--- src/rtl/fifo_sync_buffer.sv ---
// Single-clock FIFO with arbitrary depth, registered read port, occupancy and threshold flags.
// Define FIFO_STICKY_ERR_EN to make OVERFLOW/UNDERFLOW sticky until ERR_CLR or reset.
module fifo_sync_buffer #(
  parameter int unsigned DATA_WIDTH = 8,
  parameter int unsigned MEM_DEPTH  = 333,
  parameter int unsigned AF_THRESH  = MEM_DEPTH - 2,
  parameter int unsigned AE_THRESH  = 2,
  localparam int unsigned PTR_WIDTH = $clog2(MEM_DEPTH),
  localparam int unsigned CNT_WIDTH = $clog2(MEM_DEPTH + 1)
) (
  input  logic                  CLK,
  input  logic                  RST_N,
  input  logic                  W_EN,
  input  logic [DATA_WIDTH-1:0] I_DATA,
  input  logic                  R_EN,
  input  logic                  ERR_CLR,
  output logic [DATA_WIDTH-1:0] O_DATA,
  output logic                  O_VALID,
  output logic                  FULL,
  output logic                  EMPTY,
  output logic                  ALMOST_FULL,
  output logic                  ALMOST_EMPTY,
  output logic [CNT_WIDTH-1:0]  COUNT,
  output logic                  OVERFLOW,
  output logic                  UNDERFLOW
);

  localparam logic [PTR_WIDTH-1:0] LastPtr = PTR_WIDTH'(MEM_DEPTH - 1);

  logic [DATA_WIDTH-1:0] mem_q [MEM_DEPTH];

  logic [PTR_WIDTH-1:0]  wptr_q, wptr_d;
  logic [PTR_WIDTH-1:0]  rptr_q, rptr_d;
  logic [CNT_WIDTH-1:0]  count_q, count_d;
  logic [DATA_WIDTH-1:0] rdata_q, rdata_d;
  logic                  rvalid_q, rvalid_d;
  logic                  ovf_q, ovf_d;
  logic                  udf_q, udf_d;

  logic full, empty, wr_ok, rd_ok, ovf_ev, udf_ev;

  // Flags decode only the registered count, so no request input reaches an output.
  assign full  = (count_q == CNT_WIDTH'(MEM_DEPTH));
  assign empty = (count_q == '0);

  assign wr_ok  = W_EN & ~full;
  assign rd_ok  = R_EN & ~empty;
  assign ovf_ev = W_EN & full;
  assign udf_ev = R_EN & empty;

  always_comb begin
    wptr_d   = wptr_q;
    rptr_d   = rptr_q;
    count_d  = count_q;
    rdata_d  = rdata_q;
    rvalid_d = rd_ok;

    if (wr_ok) begin
      wptr_d = (wptr_q == LastPtr) ? '0 : wptr_q + PTR_WIDTH'(1);
    end
    if (rd_ok) begin
      rptr_d  = (rptr_q == LastPtr) ? '0 : rptr_q + PTR_WIDTH'(1);
      rdata_d = mem_q[rptr_q];
    end

    unique case ({wr_ok, rd_ok})
      2'b10:   count_d = count_q + CNT_WIDTH'(1);
      2'b01:   count_d = count_q - CNT_WIDTH'(1);
      default: count_d = count_q;
    endcase
  end

`ifdef FIFO_STICKY_ERR_EN
  // A new error in the same cycle as ERR_CLR wins.
  assign ovf_d = ovf_ev | (ovf_q & ~ERR_CLR);
  assign udf_d = udf_ev | (udf_q & ~ERR_CLR);
`else
  logic unused_err_clr;
  assign unused_err_clr = ERR_CLR;
  assign ovf_d = ovf_ev;
  assign udf_d = udf_ev;
`endif

  always_ff @(posedge CLK or negedge RST_N) begin
    if (!RST_N) begin
      wptr_q   <= '0;
      rptr_q   <= '0;
      count_q  <= '0;
      rdata_q  <= '0;
      rvalid_q <= 1'b0;
      ovf_q    <= 1'b0;
      udf_q    <= 1'b0;
    end else begin
      wptr_q   <= wptr_d;
      rptr_q   <= rptr_d;
      count_q  <= count_d;
      rdata_q  <= rdata_d;
      rvalid_q <= rvalid_d;
      ovf_q    <= ovf_d;
      udf_q    <= udf_d;
    end
  end

  // Storage is deliberately left unreset.
  always_ff @(posedge CLK) begin
    if (wr_ok) begin
      mem_q[wptr_q] <= I_DATA;
    end
  end

  assign O_DATA       = rdata_q;
  assign O_VALID      = rvalid_q;
  assign FULL         = full;
  assign EMPTY        = empty;
  assign ALMOST_FULL  = (count_q >= CNT_WIDTH'(AF_THRESH));
  assign ALMOST_EMPTY = (count_q <= CNT_WIDTH'(AE_THRESH));
  assign COUNT        = count_q;
  assign OVERFLOW     = ovf_q;
  assign UNDERFLOW    = udf_q;

endmodule

--- config.mk ---
export PLATFORM = sky130hd
export DESIGN_NAME = fifo_sync_buffer
export DESIGN_NICKNAME = d
export VERILOG_FILES = /design/src/rtl/fifo_sync_buffer.sv
export SDC_FILE = /design/constraint.sdc
export NUM_CORES = 2
export LEC_CHECK = 0
export ABC_AREA = 0
export CAP_MARGIN = 30
export CORE_ASPECT_RATIO = 2
export CORE_MARGIN = 5
export CORE_UTILIZATION = 31
export CTS_CLUSTER_SIZE = 16
export DETAILED_ROUTE_END_ITERATION = 16
export GPL_TIMING_DRIVEN = 0
export PLACE_DENSITY = 0.48
export SYNTH_ARGS = -nofsm -noshare
export SYNTH_HDL_FRONTEND = slang
export SYNTH_SLANG_ARGS = --single-unit
--- constraint.sdc ---
create_clock -name CLK -period 3.6 [get_ports CLK]
set_input_delay 0.36 -clock CLK [delete_from_list [all_inputs] [get_ports CLK]]
set_output_delay 0.36 -clock CLK [all_outputs]
set_load 0.02 [all_outputs]
==> results.yml <==
run_status:
  status: "finished, violations left"
  violations: "negative setup slack"
clock_tree:
  htreeDepth: 4
  root_buffer: "clkbuf_16"
  clkSlewWorstSetupHoldPaths_ns: 0.08
  clockBufferDepth: 4
  cts-buffers-inserted: 228
  cts_tree: "done"
  cts_sinks: 2702
  clk_latency_ns: 0.96
worst_setup_path:
  rrSetupSlack_ns: -0.53
  timing.rr.start: "rptr_q[3]$_DFFE_PN0P_"
  startpoint: "rptr_q[3]$_DFFE_PN0P_"
  critical_path.startpoint_type: "register"
  worstSetupPathType: "reg2reg"
  worstPathRequired_ns: 4.40
  path_max_fanout: 10
  cp.arrival_ns: 4.93
  worst_setup_path_end_kind: "register"
yosys:
  yosys.area_share.adder_pct: 0.186
  syn_nets: 5053
  async_flop_share_pct: 1.41
  synth_top_area_share_pct: 76.1
  synth_seq_area_share_pct: 77.0
  synth_cell_types: 74
  yosysMostFrequentCell: "edfxtp_1"
  synth-edff-count: 2664
  postSynthCellCount: 5025
  ys_top_cells_by_area: "edfxtp_1, mux4_2, mux2i_1, nor2_1, a22oi_1"
  synth.avg_cell_area_um2: 20.9
  synth_top_family_by_area: "multiplexers"
  yosysTopAreaCell: "edfxtp_1"
  ys_warn_count: 0
  synth_compound_area_share_pct: 3.19
  synth-simple-area-share_pct: 2.78
  ys_ff_latch: 2702
  ys.flop_type: "edfxtp_1"
  synth.top_cells.by_count: "edfxtp_1, mux4_2, nor2_1, mux2i_1, clkbuf_1"
  netlist_area_um2: 105000
  synth_mux_area_share_pct: 15.1
  synth_xor_xnor_area_share_pct: 0.117
min_path:
  hold_start: "I_DATA[4]"
  min_path_type: "in2reg"
detailed_routing:
  wl_per_cell_um: 52.6
  postRouteAntennaNets: 0
  dr.pass1.iters: 6
  routed_wl_mm: 548
  via_count: 63877
  drc: 0
  via_per_inst: 6.13
  drt-initial-drc-count: 9260
timing:
  maxSlewHeadroom_pct: 21.6
  worst_slew_pin_slew_ns: 1.18
  fin_crit_sh_pct: 115
  drv_slew: 0
  setup_violations: 174
  rsz0062_at_grt: "yes"
  max_freq_mhz: 242
  worst_slack_ns: -0.525
  fin_crit_ns: 4.13
  fin_skew_ns: 0.0731
  hold_violations: 0
placed_design:
  place_area_um2: 115000
  hpwl_mm: 375
  pre_cts_ws_ns: -3.27
  routabilityCongestion: 1.03
  dp_cells: 9667
  port_buffers: 35
grt:
  gr-usage-all-layers_pct: 30.5
  grt_pass1_wl_mm: 683
  gr-usage-met3_pct: 7.45
  grt-ovfl-total: 0
  grt_use_met2_pct: 49.4
  grt.busiest_layer: "met2"
  grt_max_degree: 142
  use_met1_pct: 29.8
  grt_pass1_vias: 60711
  antenna_found_initial: 39
floorplan:
  initial_core_util_pct: 31.1
  die_x_um: 422
  core_region_area_um2: 338000
  io_pins: 37
  die_area_um2: 351000
  rows: 302
  die_y_um: 833
final_layout:
  final_cell_area_um2: 129000
  multi_input_area_um2: 24200
  finalNetCount: 5817
  fillCellCount: 30828
  syn2layout_area_growth_pct: 22.5
  seq_area_um2: 81000
  drive_above_1_share_pct: 34.9
  final_cells: 10421
pwr:
  ir_drop_mv: 0.473
  leakagePower_nw: 40.3
  power_density_nw_per_um2: 783
run:
  maxCapViolations: 0
-- layout make-up --
type | count | share of cell area (%)
diodes | 48 | 0.0933
plain buffers | 307 | 3.05
clock buffers | 283 | 4.63
clock inverters | 123 | 0.753
inverters | 15 | 0.0719
multi-input cells | 1996 | 18.8
flip-flops and latches | 2702 | 62.9
well taps | 4408 | 4.29
repair buffers | 539 | 5.39
-- final timing paths --
path,endpoint,cells past startpoint
worst max-delay path,O_DATA[0]$_DFFE_PN0P_,10
worst min-delay path,mem_q[124][4]$_DFFE_PP_,1
min in group asynchronous,wptr_q[1]$_DFFE_PN0P_,4
worst min register to register,O_DATA[1]$_DFFE_PN0P_,2
max in group asynchronous,COUNT[6]$_DFFE_PN0P_,4
worst max register to register,O_DATA[0]$_DFFE_PN0P_,10
-- registers in the layout (all words and copies together), names as in the netlist --
register,flops
wptr_q,9
COUNT,9
mem_q,2664
UNDERFLOW,1
rptr_q,9
O_VALID,1
OVERFLOW,1
O_DATA,8
-- critical path: stages (launching register included) --
cell	delay (ns)
dfrtp_1	0.39
buf_2	0.25
nor2b_4	0.34
clkbuf_4	0.55
clkbuf_4	0.63
a22oi_2	0.15
a21oi_1	0.38
nor4_4	0.08
nand2_2	0.32
o211ai_1	0.40
o21ai_2	0.42
-- per-stage QoR --
step,hold WS (ns),power (mW),utilization (%),setup TNS [ns]
2_1_floorplan,0.0644,46.8,-,-0.164
3_3_place_gp,0.534,67.3,32.9,-
3_5_place_dp,0.260,68.9,33.9,-1469.06
4_1_cts,0.00903,96.9,37.3,-39.47
5_1_grt,0.0564,100,38.1,-3.03
6_report,0.0203,101,38.1,-9.04
-- cell families (layout without fill, tap and decap cells) --
kind of cell,Yosys count,after routing
flops,2702,2702
mux,810,810
simple gates,678,678
compound gates,479,479
buf+inv,327,1267
fa+ha+maj,15,15
xor+xnor,14,14
other cells,0,48
-- report_power, final --
part           internal (mW)  total, mW  switching (mW)  leakage, nW
clock                   12.8       24.8            12.0         3.38
combinational           12.6       40.8            28.2         12.6
sequential              34.9       35.2           0.276         24.4
-- cells in the final DEF (no fill, tap or decap), types with 33 or more instances in the layout --
cell	instances
a22oi_1	100
o21ai_0	49
clkbuf_16	236
buf_8	47
a21oi_1	59
a22oi_2	34
mux4_2	613
nand2_1	120
dfrtp_1	33
diode_2	48
clkinv_2	39
mux2i_1	149
edfxtp_1	2664
nor2_1	190
buf_12	138
buf_16	109
clkinv_1	57
buf_4	275
clkbuf_2	55
nor2_2	149
a221oi_1	35
clkbuf_1	92
nand3_1	48
buf_6	84
-- what timing repair did --
item | CTS | global route
setup endpoints to repair | 2499 | 913
hold buffers | 9 | 0
cloned | 1 | 4
pin swaps | 29 | 49
resized for setup | 716 | 323
endpoints found under the hold margin | 348 | 0
buffers inserted | 158 | 122
-- per-layer routing --
metal  wire length [um]  vias up  share of wire (%)
met3              50500     2026                9.2
met1             157000    34082                 29
met5                 71        -              0.013
met2             260000     5244                 47
li1                   -    22515                  -
met4              80800       10                 15
No activity file was read; power rests on OpenSTA's default activity.
